--- src/rtl/output_stream_scheduler.sv ---
// output_stream_scheduler: captures 9-lane PE result batches into the output buffer, then streams the map out.
// Latency: buffer write strobe 1 cycle after pe_result_valid; streaming at one word per 2 cycles (FETCH, HOLD).
// Backpressure: m_ready low holds the word in HOLD; PE side has none, early results are dropped and flag overrun.
// Optional macro OUTBUF_SCHED_PERF_EN enables the stall_cycles counter.
module output_stream_scheduler #(
    parameter int NUM_OUTPUTS = 49,
    parameter int LANES       = 9,
    parameter int CAPTURE_GAP = 120,
    parameter int ADDR_W      = 12,
    parameter int DATA_W      = 32
) (
    input  logic              clk,
    input  logic              reset,
    input  logic              start,
    input  logic              pe_result_valid,
    output logic              buf_wr_en,
    output logic [ADDR_W-1:0] buf_wr_base,
    output logic [LANES-1:0]  buf_wr_lane_mask,
    output logic              buf_rd_en,
    output logic [ADDR_W-1:0] buf_rd_addr,
    input  logic [DATA_W-1:0] buf_rd_data,
    output logic              m_valid,
    input  logic              m_ready,
    output logic [DATA_W-1:0] m_data,
    output logic              m_last,
    output logic              busy,
    output logic              done,
    output logic              overrun,
    output logic [15:0]       stall_cycles
);

    localparam int GAP_W = (CAPTURE_GAP > 1) ? $clog2(CAPTURE_GAP) : 1;

    typedef enum logic [2:0] {
        S_IDLE, S_WAIT_RES, S_GAP, S_FETCH, S_HOLD, S_DONE
    } state_t;

    state_t              r_state;
    state_t              w_state_nxt;
    logic [ADDR_W-1:0]   r_wr_base;
    logic [ADDR_W-1:0]   r_rd_idx;
    logic [GAP_W-1:0]    r_gap_cnt;
    logic                r_wr_en;
    logic [ADDR_W-1:0]   r_wr_base_out;
    logic [LANES-1:0]    r_mask;
    logic                r_m_valid;
    logic                r_m_last;
    logic [DATA_W-1:0]   r_m_data;
    logic                r_first;
    logic                r_done;
    logic                r_overrun;

    logic                w_capture;
    logic                w_drop;
    logic                w_start_acc;
    logic                w_hs;
    logic                w_last_batch;
    logic [ADDR_W:0]     w_base_ext;
    logic [LANES-1:0]    w_mask;

    // One extra bit so the end-of-map compare cannot wrap.
    assign w_base_ext   = {1'b0, r_wr_base};
    assign w_last_batch = (w_base_ext + (ADDR_W+1)'(LANES)) >= (ADDR_W+1)'(NUM_OUTPUTS);
    assign w_hs         = r_m_valid && m_ready;

    always_comb begin
        w_mask = '0;
        for (int i = 0; i < LANES; i++) begin
            w_mask[i] = (w_base_ext + (ADDR_W+1)'(i)) < (ADDR_W+1)'(NUM_OUTPUTS);
        end
    end

    always_comb begin
        w_state_nxt = r_state;
        w_capture   = 1'b0;
        w_drop      = 1'b0;
        w_start_acc = 1'b0;
        case (r_state)
            S_IDLE: begin
                if (start) begin
                    w_start_acc = 1'b1;
                    w_state_nxt = S_WAIT_RES;
                end
            end
            S_WAIT_RES: begin
                if (pe_result_valid) begin
                    w_capture   = 1'b1;
                    w_state_nxt = w_last_batch ? S_FETCH : S_GAP;
                end
            end
            S_GAP: begin
                w_drop = pe_result_valid;
                if (r_gap_cnt == '0) begin
                    w_state_nxt = S_WAIT_RES;
                end
            end
            S_FETCH: begin
                w_drop      = pe_result_valid;
                w_state_nxt = S_HOLD;
            end
            S_HOLD: begin
                w_drop = pe_result_valid;
                if (w_hs) begin
                    w_state_nxt = r_m_last ? S_DONE : S_FETCH;
                end
            end
            S_DONE: begin
                w_drop      = pe_result_valid;
                w_state_nxt = S_IDLE;
            end
            default: w_state_nxt = S_IDLE;
        endcase
    end

    always_ff @(posedge clk) begin
        if (reset) begin
            r_state       <= S_IDLE;
            r_wr_base     <= '0;
            r_rd_idx      <= '0;
            r_gap_cnt     <= '0;
            r_wr_en       <= 1'b0;
            r_wr_base_out <= '0;
            r_mask        <= '0;
            r_m_valid     <= 1'b0;
            r_m_last      <= 1'b0;
            r_m_data      <= '0;
            r_first       <= 1'b0;
            r_done        <= 1'b0;
            r_overrun     <= 1'b0;
        end else begin
            r_state <= w_state_nxt;
            r_wr_en <= w_capture;
            r_first <= (r_state == S_FETCH);
            r_done  <= (r_state == S_DONE);

            if (w_start_acc) begin
                r_wr_base <= '0;
                r_rd_idx  <= '0;
                r_overrun <= 1'b0;
            end
            if (w_drop) begin
                r_overrun <= 1'b1;
            end

            if (w_capture) begin
                r_wr_base_out <= r_wr_base;
                r_mask        <= w_mask;
                r_wr_base     <= r_wr_base + ADDR_W'(LANES);
                r_gap_cnt     <= GAP_W'(CAPTURE_GAP - 1);
                if (w_last_batch) begin
                    r_rd_idx <= '0;
                end
            end else if (r_state == S_GAP && r_gap_cnt != '0) begin
                r_gap_cnt <= r_gap_cnt - 1'b1;
            end

            if (r_state == S_FETCH) begin
                r_m_valid <= 1'b1;
                r_m_last  <= (r_rd_idx == ADDR_W'(NUM_OUTPUTS - 1));
            end
            // Buffer data is only present in the first HOLD cycle; keep a copy for stalls.
            if (r_first) begin
                r_m_data <= buf_rd_data;
            end
            if (w_hs) begin
                r_m_valid <= 1'b0;
                r_m_last  <= 1'b0;
                if (!r_m_last) begin
                    r_rd_idx <= r_rd_idx + 1'b1;
                end
            end
        end
    end

`ifdef OUTBUF_SCHED_PERF_EN
    logic [15:0] r_stall;

    always_ff @(posedge clk) begin
        if (reset || w_start_acc) begin
            r_stall <= '0;
        end else if (r_m_valid && !m_ready && r_stall != 16'hFFFF) begin
            r_stall <= r_stall + 16'd1;
        end
    end

    assign stall_cycles = r_stall;
`else
    assign stall_cycles = '0;
`endif

    assign buf_wr_en        = r_wr_en;
    assign buf_wr_base      = r_wr_base_out;
    assign buf_wr_lane_mask = r_mask;
    assign buf_rd_en        = (r_state == S_FETCH);
    assign buf_rd_addr      = r_rd_idx;
    assign m_valid          = r_m_valid;
    assign m_data           = r_first ? buf_rd_data : r_m_data;
    assign m_last           = r_m_last;
    assign busy             = (r_state != S_IDLE);
    assign done             = r_done;
    assign overrun          = r_overrun;

endmodule

--- config.mk ---
export PLATFORM = sky130hd
export DESIGN_NAME = output_stream_scheduler
export DESIGN_NICKNAME = d
export VERILOG_FILES = /design/src/rtl/output_stream_scheduler.sv
export SDC_FILE = /design/constraint.sdc
export NUM_CORES = 1
export LEC_CHECK = 0
export BUFFER_PORTS_ARGS = -buffer_cell sky130_fd_sc_hd__clkbuf_2
export CORE_MARGIN = 2
export CORE_UTILIZATION = 55
export CTS_BUF_LIST = sky130_fd_sc_hd__clkbuf_8
export DETAILED_ROUTE_END_ITERATION = 6
export GPL_TIMING_DRIVEN = 0
export PLACE_DENSITY = 0.81
export SLEW_MARGIN = 20
export SYNTH_ARGS = -nofsm -noshare
export SYNTH_HDL_FRONTEND = slang
export SYNTH_SLANG_ARGS = --single-unit
--- constraint.sdc ---
create_clock -name clk -period 5.8 [get_ports clk]
set_input_delay 0.87 -clock clk [delete_from_list [all_inputs] [get_ports clk]]
set_output_delay 0.87 -clock clk [all_outputs]
set_load 0.005 [all_outputs]
=== Word level (Yosys, flattened, before mapping) ===
Cells that the tools add are included.

* Register bits: 93
* Input port bits: 37

* Add/subtract/negate cells: 12
* Order comparisons: 10
* Eq/ne operators: 10
* Mux-type cells: 24
* Reductions and logical operators: 13

{| class="wikitable"
|+ Operators by type and width
! kind !! count
|-
| less-than comparator 13 x 6 -> 1 bit (second input constant) || 8
|-
| two-way mux 12 bit || 7
|-
| adder 12 x 3 -> 13 bit (second input constant) || 4
|-
| two-way mux 32 bit || 1
|-
| adder 12 x 2 -> 13 bit (second input constant) || 2
|-
| adder 12 x 4 -> 13 bit (second input constant) || 2
|-
| two-way mux 3 bit || 5
|-
| one-hot mux 3 bit (5 select lines) || 1
|-
| two-way mux 7 bit || 2
|-
| adder 12 x 1 -> 13 bit (second input constant) || 1
|-
| greater-or-equal comparator 13 x 6 -> 1 bit (second input constant) || 1
|-
| adder 12 x 1 -> 12 bit (second input constant) || 1
|-
| adder 12 x 4 -> 12 bit (second input constant) || 1
|-
| == test 12 x 6 -> 1 bit (second input constant) || 1
|-
| less-than comparator 12 x 6 -> 1 bit (second input constant) || 1
|-
| two-way mux 1 bit || 8
|-
| inequality test 2 bit (second input constant) || 4
|-
| logical NOT 7 bit || 1
|-
| nonzero test 7 bit || 1
|-
| subtractor 7 x 1 -> 7 bit (second input constant) || 1
|-
| == test 3 x 2 -> 1 bit (second input constant) || 2
|-
| == test 3 bit (second input constant) || 2
|-
| nonzero test 2 bit || 3
|-
| AND reduction 4 bit || 1
|-
| other kinds (6) || 8
|}

=== Logic depth before layout (Yosys ltp) ===
Gate-level depths: netlist of run 1.

* Word-level depth: 7
* Gate-level depth with buffers: 11
* Gate-level depth less buffers: 8

=== Worst setup path after synthesis of run 1 ===
No wires, ideal clock.

* Path type: flip-flop to flip-flop
* Start: register r_wr_base[1]
* End: register r_rd_idx[10] (netlist: buf_rd_addr[10])
* Setup time: 0.120 ns
* Arrival: 2.497 ns
* Required time: 5.680 ns
* Slack: 3.183 ns
* Cell stages (with the launch flop): 12
* Period minus slack after synthesis: 2.617 ns
* Cells stage by stage: dfxtp_1 buf_4 clkbuf_1 inv_1 ha_1 nor3b_1 a211o_1 a32oi_2 nor4b_2 o21a_1 buf_6 a211o_1

* Longest elaborated chain between the ends: 6

{| class="wikitable"
|+ RTL lines
! what !! RTL line !! text
|-
| start, declared || 40 || <nowiki>logic [ADDR_W-1:0] r_wr_base;</nowiki>
|-
| start signal, assigned || 148 || <nowiki>r_wr_base <= r_wr_base + ADDR_W'(LANES);</nowiki>
|-
| adder 12 x 4 -> 13 bit * || 63 || <nowiki>assign w_last_batch = (w_base_ext + (ADDR_W+1)'(LANES)) >= (ADDR_W+1)'(NUM_OUTPUTS);</nowiki>
|-
| greater-or-equal comparator 13 x 6 -> 1 bit * || 63 ||
|-
| two-way mux 12 bit * || 150 || <nowiki>if (w_last_batch) begin</nowiki>
|-
| two-way mux 12 bit * || 145 || <nowiki>if (w_capture) begin</nowiki>
|-
| two-way mux 12 bit || 168 || <nowiki>if (!r_m_last) begin</nowiki>
|-
| two-way mux 12 bit * || 165 || <nowiki>if (w_hs) begin</nowiki>
|-
| end signal, assigned || 169 || <nowiki>r_rd_idx <= r_rd_idx + 1'b1;</nowiki>
|-
| end, declared || 41 || <nowiki>logic [ADDR_W-1:0] r_rd_idx;</nowiki>
|}

Mark *: on every way between the ends. The rest lies on a longest branch, timed or not.
A chain may end at the register's enable or synchronous reset.

=== Worst setup path after layout of run 1 ===
* Start: register r_wr_base[1]
* End: register r_rd_idx[0] (netlist: buf_rd_addr[0])

Same word-level chain as after synthesis.

==> results of run 1 <==
## cells by family after synthesis
| kind of cell | synth area share (%) |
|---|---|
| mux | 7.46 |
| buf+inv | 7.78 |
| flops | 33.7 |
| fa+ha+maj | 2.49 |
| xor+xnor | 2.53 |
| simple gates | 25.7 |
| compound gates | 20.3 |
| other cells | 0.0678 |
## critical path, stage by stage (launching register included)
cell and delay (ps):
dfxtp_1 380, buf_4 200, clkbuf_1 430, inv_1 190
ha_1 390, nor3b_1 330, a211o_1 210, a32oi_2 120
nor4b_2 430, o21a_1 270, buf_6 170, mux2_2 150
## worst paths after layout
kind / endpoint / from / slack, ps
hold / removal: buf_wr_lane_mask[6]$_SDFFE_PP0P_ / buf_wr_lane_mask[6]$_SDFFE_PP0P_ / 450
hold reg to reg: buf_wr_lane_mask[6]$_SDFFE_PP0P_ / buf_wr_lane_mask[6]$_SDFFE_PP0P_ / 450
setup reg to reg: buf_rd_addr[0]$_SDFF_PP0_ / r_wr_base[1]$_SDFFE_PP0P_ / 2450
setup / recovery: buf_rd_addr[0]$_SDFF_PP0_ / r_wr_base[1]$_SDFFE_PP0P_ / 2450
## registers in the layout, summed over array words and instances (netlist names)
| name | count |
|---|---|
| done | 1 |
| r_state | 3 |
| buf_rd_addr | 12 |
| buf_wr_en | 1 |
| r_first | 1 |
| overrun | 1 |
| m_valid | 1 |
| buf_wr_base | 12 |
| buf_wr_lane_mask | 9 |
| r_gap_cnt | 7 |
| m_last | 1 |
| r_wr_base | 12 |
| r_m_data | 32 |
## where the power goes
group          total (mW)  leakage [nW]  switching [mW]  internal (mW)
clock               0.417        0.0931           0.258          0.159
combinational       0.199          1.88           0.117         0.0822
sequential          0.674         0.752          0.0149          0.659
## per-layer routing
layer	vias to the layer above	track usage, %	wire length (microns)
met3	45	5.08	1270
li1	2691	-	-
met5	-	0	0
met1	2569	38.1	6670
met2	298	49.5	7610
met4	0	9.46	435
## area by class of cell
cell class	count	area, sq um
plain buffers	70	367
clock buffers	9	124
clock inverters	7	50.0
fillers	851	3310
inverters	17	63.8
multi-input cells	521	3300
flip-flops and latches	93	1860
well taps	133	166
repair buffers	108	541
## cells in the final DEF, fill, tap and decap left out, types with 7 or more instances in the layout
cell type / netlist / layout
buf_4: 18 / 18
nor2b_1: 34 / 34
conb_1: 1 / 16
nor3_1: 34 / 34
a211oi_1: 7 / 7
and3_1: 10 / 10
ha_1: 11 / 11
clkbuf_8: 0 / 9
o21ai_0: 33 / 33
xnor2_1: 7 / 7
clkbuf_2: 0 / 108
nand2_1: 71 / 71
a21oi_1: 52 / 52
o211ai_1: 8 / 8
clkbuf_1: 27 / 27
nand2b_1: 9 / 9
inv_1: 16 / 17
nand3_1: 14 / 14
xor2_1: 9 / 9
a211o_1: 9 / 9
buf_2: 11 / 11
dfxtp_1: 93 / 93
nand4_1: 11 / 11
a31oi_1: 8 / 8
mux2_2: 34 / 34
nor2_1: 51 / 51
buf_1: 11 / 11
## per-stage QoR
step | power, mW | cells
5_1_grt | 1.35 | 958
3_3_place_gp | 0.876 | 942
4_1_cts | 1.29 | 958
6_report | 1.29 | 958
2_1_floorplan | 0.818 | 701
3_5_place_dp | 0.884 | 942
==> impl_metrics.py, run 1 <==
metrics = {
    "logic_synthesis": {
        "yosysSeqAreaShare_pct": 33.7,
        "synth_top_cell_area_share_pct": 33.7,
        "avgSynthCellArea_sq_um": 8.06,
        "ys_warn_count": 0,
        "synthCells": 686,
        "synthArstFlopShare_pct": 0,
        "ys_top_cells_by_count": "dfxtp_1 (93), nand2_1 (71), a21oi_1 (52), nor2_1 (51)",
        "ys.flop_type": "dfxtp_1",
        "ys_seq_elements": 93,
        "synth_area_sq_um": 5530,
        "ys_top_cells_by_area": "dfxtp_1 (34%), mux2_2 (6.9%), nand2_1 (4.8%)",
        "synth_most_common_cell": "dfxtp_1",
        "synth_edf_count": 0,
        "yosys.area.top_type": "dfxtp_1",
        "synth_cell_types": 72,
    },
    "sta": {
        "finalSetupViolCount": 0,
        "fin_ws_ps": 2450,
        "slew_headroom_pct": 49.1,
        "setup_tns_ps": 0,
        "timing.final.crit_share_pct": 57.7,
        "hold_slack_ps": 448,
        "min_period_ps": 3350,
        "fin_worst_skew_ps": 14.4,
        "slew_viol_final": 0,
        "worstMarginPinSlew_ps": 761,
        "rsz0062_at_grt": "false",
        "fmax_mhz": 299,
        "hold_violations": 0,
    },
    "floorplanning": {
        "chipHeight_microns": 104,
        "ios": 125,
        "die_x_microns": 104,
        "core.rowCount": 36,
        "start_util_pct": 56.6,
        "dieArea_sq_um": 10900,
        "core-area_sq_um": 9770,
    },
    "run_status": {
        "status": "finished clean",
    },
    "drt": {
        "dr_total_vias": 5603,
        "viasPerCell": 5.85,
        "first_iter_violations": 587,
        "wl_microns": 16000,
        "ant_nets": 0,
        "dr.pass1.iters": 6,
        "drc": 0,
        "wl_per_cell_microns": 16.7,
    },
    "grt": {
        "grt_start_max_net_pins": 17,
        "grt_pass1_vias": 5309,
        "gr-usage-all-layers_pct": 29.4,
        "grt_pass1_wl_microns": 26300,
        "grt_overflow": 0,
        "antenna_found_initial": 0,
    },
    "final_layout": {
        "final_core_util_pct": 66.2,
        "diodes": 0,
        "drive_gt1_share_pct": 24.5,
        "syn_to_final_growth_pct": 16.9,
        "final_area_sq_um": 6470,
        "fin_nets": 868,
    },
    "pwr": {
        "powerDensity_nw_per_um2": 199,
        "p_leak_nw": 2.72,
        "ir_drop_v": 0.000133,
    },
    "setup_path": {
        "cp.required_ps": 6120,
        "worst-setup-path-type": "reg -> reg",
        "critPathArrivalTime_ps": 3670,
        "rr_worst_depth": 11,
        "crit_path_start_kind": "flip-flop",
        "end_kind": "flip-flop",
        "crit_fanout": 10,
    },
    "placed_design": {
        "place_congestion": 0.972,
        "io_buffers": 108,
        "placed_cell_area_sq_um": 6290,
        "place.detailed.hpwl_microns": 12000,
        "pre_cts_ws_ps": 2560,
    },
    "clocking": {
        "clkSlewWorstSetupHoldPaths_ps": 110,
        "clkSinkCount": 93,
        "cts_resized": 0,
        "clk_latency_ps": 380,
        "hold_buffers": 0,
        "tritoncts": "done",
        "clk_path_buf_depth": 2,
        "root_buffer": "clkbuf_8",
        "postCtsSetupBuffers": 0,
        "cts_buffers": 9,
        "cts-htree-levels": 3,
    },
    "worst_hold_path": {
        "holdPathStages": 2,
        "min_path_type": "reg -> reg",
    },
    "run": {
        "cap_violations": 0,
    },
}
Note: power is estimated with default switching activity, not from simulation.
==> run 2: changes to the inputs <==
Settings changed: CORE_UTILIZATION 55 to 51, PLACE_DENSITY 0.81 to 0.79.
Clock period 5.8 ns to 2.8 ns, I/O delays scaled along.
==> run 2 against run 1 <==
Against the previous run:
- combinational power increased by 110%
- worst hold slack got worse by 150 ps
- worst setup slack got worse by 2300 ps
- non-clock buffer count decreased by 1
- power increased by 110%
- clock power increased by 120%
- sequential power increased by 110%
- final cell count increased by 0.63%
- critical path type unchanged
==> impl_metrics.py, run 2 (synthesized netlist as in run 1, its figures left out) <==
metrics = {
    "final_layout": {
        "drive_gt1_share_pct": 25.0,
        "layout_common_cells": "clkbuf_2 (108), dfxtp_1 (93), nand2_1 (71), nor2_1 (51), a21oi_1 (50)",
        "diodes": 0,
        "fillCellCount": 995,
        "final_common_cell": "clkbuf_2",
        "largest_reg_flops": 32,
        "syn_to_final_growth_pct": 17.9,
        "multi_input_comb_area_sq_um": 3300,
        "fin_nets": 867,
        "register_area_sq_um": 1860,
        "final_area_sq_um": 6520,
        "regMostFlops": "r_m_data",
    },
    "setup_path": {
        "end_kind": "flip-flop",
        "crit_path_start_kind": "flip-flop",
        "crit_fanout": 10,
        "cp.required_ps": 3110,
        "worst-setup-path-type": "reg -> reg",
        "rr_worst_depth": 8,
        "critPathArrivalTime_ps": 3010,
    },
    "worst_hold_path": {
        "holdPathStages": 2,
        "min_path_type": "in -> reg",
    },
    "grt": {
        "grt_overflow": 0,
        "grt_start_max_net_pins": 20,
        "gr-usage-all-layers_pct": 28.2,
        "antenna_found_initial": 0,
        "grt_pass1_vias": 5344,
        "grt_pass1_wl_microns": 26300,
    },
    "pwr": {
        "p_total_mw": 2.75,
        "p_leak_nw": 2.73,
        "ir_drop_v": 0.000249,
        "powerDensity_nw_per_um2": 421,
    },
    "clocking": {
        "clkSlewWorstSetupHoldPaths_ps": 110,
        "clkSinkCount": 93,
        "cts-htree-levels": 3,
        "cts_resized": 0,
        "postCtsSetupBuffers": 0,
        "hold_buffers": 0,
        "clk_latency_ps": 360,
        "cts_buffers": 9,
        "tritoncts": "done",
        "root_buffer": "clkbuf_8",
        "clk_path_buf_depth": 2,
    },
    "sta": {
        "hold_violations": 0,
        "rsz0062_at_grt": "false",
        "fin_worst_skew_ps": 15.9,
        "fin_ws_ps": 101,
        "finalSetupViolCount": 0,
        "timing.final.crit_share_pct": 96.4,
        "hold_slack_ps": 298,
        "min_period_ps": 2700,
        "fmax_mhz": 371,
        "slew_viol_final": 0,
        "worstMarginPinSlew_ps": 792,
        "slew_headroom_pct": 46.7,
        "setup_tns_ps": 0,
    },
    "placed_design": {
        "place.detailed.hpwl_microns": 12200,
        "placed_cell_area_sq_um": 6300,
        "pre_cts_ws_ps": -346,
        "place_congestion": 0.964,
        "io_buffers": 108,
    },
    "drt": {
        "first_iter_violations": 482,
        "wl_per_cell_microns": 17.0,
        "dr.pass1.iters": 5,
        "drc": 0,
        "viasPerCell": 5.86,
        "dr_total_vias": 5653,
        "ant_nets": 0,
        "wl_microns": 16400,
    },
    "floorplanning": {
        "chipHeight_microns": 108,
        "core-area_sq_um": 10700,
        "die_x_microns": 108,
        "core.rowCount": 38,
        "start_util_pct": 51.7,
        "dieArea_sq_um": 11700,
        "ios": 125,
    },
    "run_status": {
        "status": "finished clean",
    },
    "run": {
        "cap_violations": 0,
    },
}
-- run 2: power breakdown --
group / switching (mW) / internal [mW]
Sequential: 0.0305 / 1.36
Clock: 0.509 / 0.426
Combinational: 0.246 / 0.170
Total: 0.786 / 1.96
-- run 2: final cells by class --
type | count | share of cell area, %
Multi-Input combinational cell | 521 | 50.7
Sequential cell | 93 | 28.6
Timing Repair Buffer | 108 | 8.29
Buffer | 69 | 5.62
Tap cell | 140 | 2.69
Clock buffer | 9 | 1.90
Clock inverter | 7 | 1.23
Inverter | 17 | 1.04
-- run 2: path summary, 6_finish.rpt --
check                                                      start                               end  slack (ps)
worst max register to register         r_wr_base[2]$_SDFFE_PP0P_  buf_wr_lane_mask[4]$_SDFFE_PP0P_         100
worst max-delay path                   r_wr_base[2]$_SDFFE_PP0P_  buf_wr_lane_mask[4]$_SDFFE_PP0P_         100
worst min register to register  buf_wr_lane_mask[6]$_SDFFE_PP0P_  buf_wr_lane_mask[6]$_SDFFE_PP0P_         450
worst min-delay path                                     m_ready              m_valid$_SDFFE_PP0P_         300
-- run 2: critical path, stage by stage, from the launching register on --
cell	delay [ps]
dfxtp_1	460
ha_1	220
clkbuf_1	420
and3_1	300
nor2b_1	210
xnor2_1	140
o21ai_0	110
a2111oi_0	580
a22o_1	220
-- run 2: layer usage --
layer / global-route usage, % / wire length, microns / vias to the layer above
met5: 0 / 0 / -
li1: - / - / 2697
met4: 9.62 / 380 / 0
met2: 47.1 / 7900 / 273
met3: 5.00 / 1330 / 35
met1: 36.6 / 6810 / 2648
-- run 2: per-stage QoR --
step,utilization [%],instances
floorplan,-,701
global placement,58.9,949
detailed placement,58.9,949
CTS,60.8,964
global route,60.9,964
finish,60.9,964
